`config.mk`:
```
export PLATFORM = sky130hd
export DESIGN_NAME = control_sequencer
export DESIGN_NICKNAME = d
export VERILOG_FILES = /design/src/rtl/control_pkg.sv /design/src/rtl/branch_cond_eval.sv /design/src/rtl/control_sequencer.sv
export SDC_FILE = /design/constraint.sdc
export NUM_CORES = 1
export LEC_CHECK = 0
export CAP_MARGIN = 20
export CORE_MARGIN = 10
export CORE_UTILIZATION = 43
export CTS_BUF_LIST = sky130_fd_sc_hd__clkbuf_16
export DETAILED_ROUTE_END_ITERATION = 10
export PLACE_DENSITY_LB_ADDON = 0.15
export SETUP_SLACK_MARGIN = 0.05
export SYNTH_ARGS = -nofsm -noshare
export SYNTH_HDL_FRONTEND = slang
export SYNTH_HIERARCHICAL = 1
export SYNTH_SLANG_ARGS = --single-unit
```
`constraint.sdc`:
```
create_clock -name clock -period 4.07 [get_ports clock]
set_input_delay 0.814 -clock clock [delete_from_list [all_inputs] [get_ports clock]]
set_output_delay 0.814 -clock clock [all_outputs]
set_load 0.005 [all_outputs]
```
`src/rtl/control_pkg.sv`:
```
`default_nettype none
// +------------------------------------------------------------------+
// | control_pkg -- shared encodings for the LEGv8 control sequencer   |
// | Rev 1.0                                                           |
// +------------------------------------------------------------------+
package control_pkg;

    typedef enum logic [1:0] {
        ST_FETCH = 2'd0,
        ST_EXEC  = 2'd1,
        ST_HALT  = 2'd2
    } state_t;

    localparam logic [10:0] OP_ADD  = 11'b10001011000;
    localparam logic [10:0] OP_SUB  = 11'b11001011000;
    localparam logic [10:0] OP_AND  = 11'b10001010000;
    localparam logic [10:0] OP_ORR  = 11'b10101010000;
    localparam logic [10:0] OP_ADDS = 11'b10101011000;
    localparam logic [10:0] OP_SUBS = 11'b11101011000;
    localparam logic [10:0] OP_LDUR = 11'b11111000010;
    localparam logic [10:0] OP_STUR = 11'b11111000000;
    localparam logic [9:0]  OP_ADDI = 10'b1001000100;
    localparam logic [9:0]  OP_SUBI = 10'b1101000100;
    localparam logic [7:0]  OP_CBZ  = 8'b10110100;
    localparam logic [7:0]  OP_CBNZ = 8'b10110101;
    localparam logic [7:0]  OP_BCOND = 8'b01010100;
    localparam logic [5:0]  OP_B    = 6'b000101;

    localparam logic [4:0] FS_AND = 5'b00000;
    localparam logic [4:0] FS_ORR = 5'b00100;
    localparam logic [4:0] FS_ADD = 5'b01000;
    localparam logic [4:0] FS_SUB = 5'b01001;

    localparam logic [3:0] COND_EQ = 4'h0;
    localparam logic [3:0] COND_NE = 4'h1;
    localparam logic [3:0] COND_CS = 4'h2;
    localparam logic [3:0] COND_CC = 4'h3;
    localparam logic [3:0] COND_MI = 4'h4;
    localparam logic [3:0] COND_PL = 4'h5;
    localparam logic [3:0] COND_VS = 4'h6;
    localparam logic [3:0] COND_VC = 4'h7;
    localparam logic [3:0] COND_HI = 4'h8;
    localparam logic [3:0] COND_LS = 4'h9;
    localparam logic [3:0] COND_GE = 4'hA;
    localparam logic [3:0] COND_LT = 4'hB;
    localparam logic [3:0] COND_GT = 4'hC;
    localparam logic [3:0] COND_LE = 4'hD;

    localparam logic [1:0] PC_HOLD   = 2'b00;
    localparam logic [1:0] PC_NEXT   = 2'b01;
    localparam logic [1:0] PC_BK     = 2'b10;
    localparam logic [1:0] PC_OFFSET = 2'b11;

    localparam int CW_DA_LSB  = 19;
    localparam int CW_SA_LSB  = 14;
    localparam int CW_SB_LSB  = 9;
    localparam int CW_FS_LSB  = 4;
    localparam int CW_REGW    = 3;
    localparam int CW_RAMW    = 2;
    localparam int CW_SELALU  = 1;
    localparam int CW_SELK    = 0;

    function automatic logic [23:0] pack_cw(
        input logic [4:0] da,
        input logic [4:0] sa,
        input logic [4:0] sb,
        input logic [4:0] fs,
        input logic       regw,
        input logic       ramw,
        input logic       selalu,
        input logic       selk
    );
        logic [23:0] cw;
        cw                   = '0;
        cw[CW_DA_LSB +: 5]   = da;
        cw[CW_SA_LSB +: 5]   = sa;
        cw[CW_SB_LSB +: 5]   = sb;
        cw[CW_FS_LSB +: 5]   = fs;
        cw[CW_REGW]          = regw;
        cw[CW_RAMW]          = ramw;
        cw[CW_SELALU]        = selalu;
        cw[CW_SELK]          = selk;
        return cw;
    endfunction

endpackage
`default_nettype wire

```
`src/rtl/branch_cond_eval.sv`:
```
`default_nettype none
// +------------------------------------------------------------------+
// | branch_cond_eval -- ARM condition code test on {V,C,N,Z}          |
// | Rev 1.0                                                           |
// +------------------------------------------------------------------+
module branch_cond_eval
    import control_pkg::*;
(
    input  logic [3:0] cond_i,
    input  logic [3:0] flags_i,
    output logic       taken_o
);

    logic v, c, n, z;
    assign {v, c, n, z} = flags_i;

    always_comb begin
        taken_o = 1'b1;
        case (cond_i)
            COND_EQ: taken_o = z;
            COND_NE: taken_o = !z;
            COND_CS: taken_o = c;
            COND_CC: taken_o = !c;
            COND_MI: taken_o = n;
            COND_PL: taken_o = !n;
            COND_VS: taken_o = v;
            COND_VC: taken_o = !v;
            COND_HI: taken_o = c && !z;
            COND_LS: taken_o = !(c && !z);
            COND_GE: taken_o = (n == v);
            COND_LT: taken_o = (n != v);
            COND_GT: taken_o = !z && (n == v);
            COND_LE: taken_o = z || (n != v);
            default: taken_o = 1'b1;
        endcase
    end

endmodule
`default_nettype wire

```
`src/rtl/control_sequencer.sv`:
```
`default_nettype none
// +------------------------------------------------------------------+
// | control_sequencer -- two-cycle LEGv8 fetch/execute control unit   |
// | Rev 1.0                                                           |
// +------------------------------------------------------------------+
module control_sequencer
    import control_pkg::*;
(
    input  logic        clock,
    input  logic        reset,
    input  logic [31:0] instruction,
    input  logic [3:0]  status,
    output logic [23:0] controlWord,
    output logic [63:0] K,
    output logic [1:0]  pcSel,
    output logic        halted
);

    state_t      state_q;
    logic [31:0] ir_q;
    logic [3:0]  flags_q;

    logic [10:0] op11;
    logic [9:0]  op10;
    logic [7:0]  op8;
    logic [5:0]  op6;
    logic [4:0]  rd, rn, rm;
    logic [63:0] k_imm, k_dt, k_cb, k_b;
    logic        is_rtype;
    logic [4:0]  rtype_fs;
    logic        bcond_taken;

    logic [23:0] dec_cw;
    logic [63:0] dec_k;
    logic [1:0]  dec_pc;
    logic        dec_legal;
    logic        dec_setflags;
    logic        exec_active;

    assign op11 = ir_q[31:21];
    assign op10 = ir_q[31:22];
    assign op8  = ir_q[31:24];
    assign op6  = ir_q[31:26];
    assign rd   = ir_q[4:0];
    assign rn   = ir_q[9:5];
    assign rm   = ir_q[20:16];

    assign k_imm = {52'd0, ir_q[21:10]};
    assign k_dt  = {{55{ir_q[20]}}, ir_q[20:12]};
    assign k_cb  = {{43{ir_q[23]}}, ir_q[23:5], 2'b00};
    assign k_b   = {{36{ir_q[25]}}, ir_q[25:0], 2'b00};

    assign is_rtype = op11 inside {OP_ADD, OP_SUB, OP_AND, OP_ORR, OP_ADDS, OP_SUBS};
    assign rtype_fs = (op11 == OP_AND) ? FS_AND :
                      (op11 == OP_ORR) ? FS_ORR :
                      ((op11 == OP_SUB) || (op11 == OP_SUBS)) ? FS_SUB : FS_ADD;

    // B.cond tests the latched flags, never the live datapath status.
    branch_cond_eval u_cond (
        .cond_i  (ir_q[3:0]),
        .flags_i (flags_q),
        .taken_o (bcond_taken)
    );

    always_comb begin
        dec_cw       = '0;
        dec_k        = '0;
        dec_pc       = PC_HOLD;
        dec_legal    = 1'b1;
        dec_setflags = 1'b0;
        if (is_rtype) begin
            dec_cw       = pack_cw(rd, rn, rm, rtype_fs, 1'b1, 1'b0, 1'b1, 1'b0);
            dec_pc       = PC_NEXT;
            dec_setflags = (op11 == OP_ADDS) || (op11 == OP_SUBS);
        end else if ((op10 == OP_ADDI) || (op10 == OP_SUBI)) begin
            dec_cw = pack_cw(rd, rn, 5'd0, (op10 == OP_ADDI) ? FS_ADD : FS_SUB,
                             1'b1, 1'b0, 1'b1, 1'b1);
            dec_k  = k_imm;
            dec_pc = PC_NEXT;
        end else if (op11 == OP_LDUR) begin
            dec_cw = pack_cw(rd, rn, 5'd0, FS_ADD, 1'b1, 1'b0, 1'b0, 1'b1);
            dec_k  = k_dt;
            dec_pc = PC_NEXT;
        end else if (op11 == OP_STUR) begin
            dec_cw = pack_cw(5'd0, rn, rd, FS_ADD, 1'b0, 1'b1, 1'b0, 1'b1);
            dec_k  = k_dt;
            dec_pc = PC_NEXT;
        end else if (op6 == OP_B) begin
            dec_k  = k_b;
            dec_pc = PC_OFFSET;
        end else if ((op8 == OP_CBZ) || (op8 == OP_CBNZ)) begin
            // Zero test of Rt: XZR | Rt through the ALU, Z compared in the same cycle.
            dec_cw = pack_cw(5'd0, 5'd31, rd, FS_ORR, 1'b0, 1'b0, 1'b0, 1'b0);
            dec_k  = k_cb;
            dec_pc = (status[0] == (op8 == OP_CBZ)) ? PC_OFFSET : PC_NEXT;
        end else if (op8 == OP_BCOND) begin
            dec_k  = k_cb;
            dec_pc = bcond_taken ? PC_OFFSET : PC_NEXT;
        end else begin
            dec_legal = 1'b0;
        end
    end

    always_ff @(posedge clock) begin
        if (reset) begin
            state_q <= ST_FETCH;
            ir_q    <= '0;
            flags_q <= '0;
        end else begin
            case (state_q)
                ST_FETCH: begin
                    ir_q    <= instruction;
                    state_q <= ST_EXEC;
                end
                ST_EXEC: begin
                    if (dec_setflags) begin
                        flags_q <= status;
                    end
                    state_q <= dec_legal ? ST_FETCH : ST_HALT;
                end
                ST_HALT:  state_q <= ST_HALT;
                default:  state_q <= ST_FETCH;
            endcase
        end
    end

    assign exec_active = (state_q == ST_EXEC) && !reset;
    assign controlWord = exec_active ? dec_cw : '0;
    assign K           = exec_active ? dec_k  : '0;
    assign pcSel       = exec_active ? dec_pc : PC_HOLD;
    assign halted      = (state_q == ST_HALT) && !reset;

endmodule
`default_nettype wire

```
; ---- Yosys cells after proc, flatten, opt, wreduce, memory -nomap -nowiden
; Cells that the tools add are included.
[totals]
register_bits = 38
input_bits = 38
out_inout_bits = 91
[op_classes]
eq_ne = 32
n_mux = 40
reduce_logical = 19
[ops]
columns = operator, count
row1 = 64-bit 2-to-1 mux, 8
row2 = 24-bit 2-to-1 mux, 4
row3 = "11-bit equality test, second input constant", 8
row4 = 19-bit 2-to-1 mux, 3
row5 = "4-bit equality test, second input constant", 6
row6 = 2-bit 2-to-1 mux, 11
row7 = "10-bit equality test, second input constant", 2
row8 = "4-bit by 3-bit equality test with 1-bit output, second input constant", 4
row9 = "8-bit equality test, second input constant", 2
row10 = 1-bit case mux with 14 select lines, 1
row11 = 1-bit 2-to-1 mux, 10
row12 = "4-bit by 2-bit equality test with 1-bit output, second input constant", 2
row13 = "8-bit by 7-bit equality test with 1-bit output, second input constant", 1
row14 = 4-bit 2-to-1 mux, 2
row15 = "6-bit by 3-bit equality test with 1-bit output, second input constant", 1
row16 = 1-bit zero test, 6
row17 = 2-bit case mux with 3 select lines, 1
row18 = 6-bit nonzero test, 1
row19 = 1-bit logical OR, 5
row20 = "4-bit by 1-bit equality test with 1-bit output, second input constant", 1
row21 = 1-bit logical AND, 4
row22 = 4-bit zero test, 1
row23 = 1-bit equality test, 2
row24 = "2-bit by 1-bit equality test with 1-bit output, second input constant", 1
row25 = 4 further kinds, 4

; ---- Logic depth before layout (Yosys ltp)
[depth]
word_depth = 13
mapped_depth = 8
mapped_depth_nobuf = 7

; ---- Cells and area by module
; Netlist, hierarchy kept.
[modules_own_cells]
columns = module, instances, cells_each, area_each_um2, seq_area_each_um2
row1 = control_sequencer, 1, 374, 2775.2, 760.7
row2 = branch_cond_eval, 1, 24, 177.7, 0.0

; ---- Worst setup path after synthesis
; OpenSTA, ideal clock, no wires.
[synth_timing]
kind = reg-to-output
startpoint = register ir_q[30]
endpoint = output K[28]
arrival_ns = 2.925
path_slack_ns = 0.331
path_stages_with_launch = 7
cell_sequence = dfxtp_1 > or3b_1 > nor4_4 > o21a_1 > nor2_1 > a221oi_2 > buf_4
[synth_between]
elab_chain_cells = 9
[synth_lines]
columns = element, line_no
row1 = "start, declared", control_sequencer.sv:20  ; logic [31:0] ir_q;
row2 = "start signal, assigned", control_sequencer.sv:112  ; ir_q <= instruction;
row3 = 8-bit by 7-bit equality test with 1-bit output / 8-bit equality test (equally long branches), "control_sequencer.sv:96, control_sequencer.sv:91"
row4 = 64-bit 2-to-1 mux / 1-bit logical OR (equally long branches), "control_sequencer.sv:96, control_sequencer.sv:91"
row5 = 64-bit 2-to-1 mux, control_sequencer.sv:91  ; end else if ((op8 == OP_CBZ) || (op8 == OP_CBNZ)) begin
row6 = 64-bit 2-to-1 mux, control_sequencer.sv:88  ; end else if (op6 == OP_B) begin
row7 = 64-bit 2-to-1 mux, control_sequencer.sv:84  ; end else if (op11 == OP_STUR) begin
row8 = 64-bit 2-to-1 mux, control_sequencer.sv:80  ; end else if (op11 == OP_LDUR) begin
row9 = 64-bit 2-to-1 mux, control_sequencer.sv:75  ; end else if ((op10 == OP_ADDI) || (op10 == OP_SUBI)) begin
row10 = 64-bit 2-to-1 mux (*), control_sequencer.sv:71  ; if (is_rtype) begin
row11 = 64-bit 2-to-1 mux (*), control_sequencer.sv:129  ; assign K = exec_active ? dec_k : '0;
row12 = "end, declared", control_sequencer.sv:14  ; output logic [63:0] K,
; Every way passes the cells marked *; elsewhere a longest branch is shown, timed or not.

; ---- Final worst setup path
[layout_timing]
startpoint = register ir_q[24]
endpoint = output K[62]
; The elaborated chain is that of the path after synthesis.

==> results.json <==
{
  "outcome": "completed",
  "slew_violations": 0,
  "power_density_mw_per_mm2": 265.0,
  "die_h_um": 102.9,
  "synth_common_cells": "nand2_1, a21oi_1, buf_4, dfxtp_1, nor2_1",
  "finClkSkew_ps": 4.529,
  "synthTopCellsByArea": "dfxtp_1, buf_4, nand2_1, a21oi_1, mux2i_1",
  "finalSetupTns_ps": 0,
  "fmax_mhz": 259.1,
  "rows": 30,
  "synth-seq-area-share_pct": 25.76,
  "num_vias": 3141,
  "finalNonFillerCells": 558,
  "insertion_delay_ps": 280,
  "worst_pin_slew_ps": 678.8,
  "drt-pass1-iter-count": 6,
  "grt_start_max_net_pins": 38,
  "crit_path_max_fanout": 37,
  "yosysWarningCount": 6,
  "worst-setup-path-type": "register to output port",
  "netlist_area_mm2": 0.002953,
  "timing.rr.end": "flags_q[3]$_SDFFE_PP0P_",
  "critPathCaptureType": "output port",
  "clock_sink_count": 38,
  "synthCells": 398,
  "wl_met2_um": 4446,
  "setup_violations": 0,
  "portBuffers": 126,
  "dieArea_mm2": 0.01058,
  "io_pins": 129,
  "fin_nets": 516,
  "rrSetupSlack_ps": 2030,
  "ant_nets": 0,
  "synth_largest_area_cell": "dfxtp_1",
  "cts_made_buffers": 5,
  "post-route-period-util_pct": 94.84,
  "via_per_inst": 5.629,
  "min_period_ps": 3860,
  "crit_path_start_kind": "register",
  "yosysMostFrequentCell": "nand2_1",
  "cts_tree": "yes",
  "drive_above_1_share_pct": 8.787,
  "wl_met1_um": 4377,
  "ir_drop_uv": 177.3,
  "r2r_cells": 5,
  "drc": 0,
  "ctsHoldBuffers": 0,
  "routed_wirelength_um": 9975,
  "routabilityCongestion": 0.8770,
  "clk_path_buf_depth": 2,
  "maxCapViolCount": 0,
  "diodes": 0,
  "crit_arrival_ps": 3050,
  "hold_end": "ir_q[11]$_SDFFE_PP0N_",
  "antenna_found_initial": 0,
  "placed_cells": 551,
  "grt_first_pass_wirelength_um": 15350,
  "finalHoldViolations": 0,
  "areaGrowthSynthToFinish_pct": 40.25,
  "grt_setup_unrepaired": "no",
  "critPathRequiredTime_ps": 3260,
  "synth.avg_cell_area_um2": 7.419,
  "topRoutingLayerUsed": "met4",
  "coreArea_mm2": 0.006719,
  "grt_use_total_pct": 17.96,
  "relSlewSlack_pct": 54.40,
  "grt-ovfl-total": 0,
  "synth_edf_count": 0,
  "hpwl_um": 7819,
  "htreeDepth": 2,
  "met3_length_um": 1042,
  "reg2reg_from": "ir_q[25]$_SDFFE_PP0N_",
  "start_util_pct": 43.95,
  "p_leak_uw": 0.001431,
  "hp-class": "register to register",
  "synthArstFlopShare_pct": 0,
  "clkSlewWorstSetupHoldPaths_ps": 60,
  "holdPathStages": 2,
  "drtIter0Drc": 242,
  "ys.flop_type": "dfxtp_1",
  "grt_pass1_vias": 2902,
  "wl_per_cell_um": 17.88,
  "cts-root-buf": "clkbuf_16",
  "dieWidth_um": 102.9,
  "synth_top_area_share_pct": 25.76,
  "synth-seq-cells": 38,
  "synth_cell_types": 61,
  "min_from": "ir_q[11]$_SDFFE_PP0N_"
}
-- per-layer routing --
| metal | global-route usage, % | up-vias |
|---|---|---|
| li1 | - | 1528 |
| met1 | 23.53 | 1438 |
| met2 | 28.46 | 164 |
| met3 | 4.893 | 11 |
| met4 | 4.492 | 0 |
| met5 | 0 | - |
-- cell type report --
class                      count  area (um^2)
multi-input combinational    292         1777
inverter                       3        11.26
timing repair buffer         138         1355
clock inverter                 2        11.26
clock buffer                   5        125.1
fill                         618         2577
tap                           80        100.1
sequential                    38        762.0
-- layout by cell type (no fill, tap or decap), types with 3 or more instances in the layout --
master           instances
a211oi_1                 3
a21oi_1                 50
a222oi_1                 6
a22oi_1                  8
and2_1                   7
and2b_1                  3
buf_4                   11
clkbuf_16                5
clkdlybuf4s50_1        126
dfxtp_1                 37
inv_1                    3
mux2i_1                 16
nand2_1                 73
nand2b_1                 5
nand4_1                  5
nor2_1                  32
nor3_1                   7
nor3b_1                  4
o211a_1                  3
o21ai_0                 10
o21ai_2                  9
xor2_1                   3
-- where the power goes --
group / switching [uW] / internal (uW) / leakage (uW)
Clock: 140 / 221 / 0.0000671
Sequential: 81.3 / 413 / 0.000314
Combinational: 131 / 111 / 0.00105
-- registers in the layout (all words and copies together) (netlist names) --
name	count
state_q	2
flags_q	4
ir_q	32
-- critical path, cell delays in order (launching register included) --
cell and delay (ps):
dfxtp_1 420, or3b_1 460, nor4_4 290, o21a_1 260, nor2_1 130, a221oi_4 370
buf_6 270, clkdlybuf4s50_1 560
-- metrics by stage --
step	setup slack (ps)	power, uW	util [%]	area [um^2]	hold slack [ps]
final	210.0	1097	61.64	4141	494.0
after global placement	367.4	738.5	59.53	4000	478.7
after global routing	62.60	1161	61.64	4141	524.0
after detailed placement	309.6	743.4	59.53	4000	486.7
after floorplan	331.4	641.7	-	2957	456.9
after CTS	128.8	1105	61.56	4136	494.7
-- kinds of logic (layout without fill, tap and decap cells) --
kind of cell	count (synthesis)	in the layout	synth area share, %
compound gates	108	108	23.94
mux	16	16	5.424
other cells	1	2	0.1270
simple gates	163	163	29.20
buf+inv	69	148	14.66
flops	38	38	25.76
xor+xnor	3	3	0.8900
-- how the worst max path moves through the flow --
stage	startpoint	end	slack (ps)	cells after the start
after global placement	reset	K[27]	370	7
after detailed placement	reset	K[62]	310	7
after global routing	ir_q[24]$_SDFFE_PP0N_	K[62]	60	7
after CTS	ir_q[30]$_SDFFE_PP0N_	K[62]	130	7
final	ir_q[24]$_SDFFE_PP0N_	K[62]	210	7
after floorplan	ir_q[30]$_SDFFE_PP0N_	K[28]	330	6
-- timing repair --
item                       in CTS  in global routing
setup endpoints to repair       0                 37
gates resized for setup         0                  2
buffers inserted                0                  0
(Power assumes the default switching activity.)
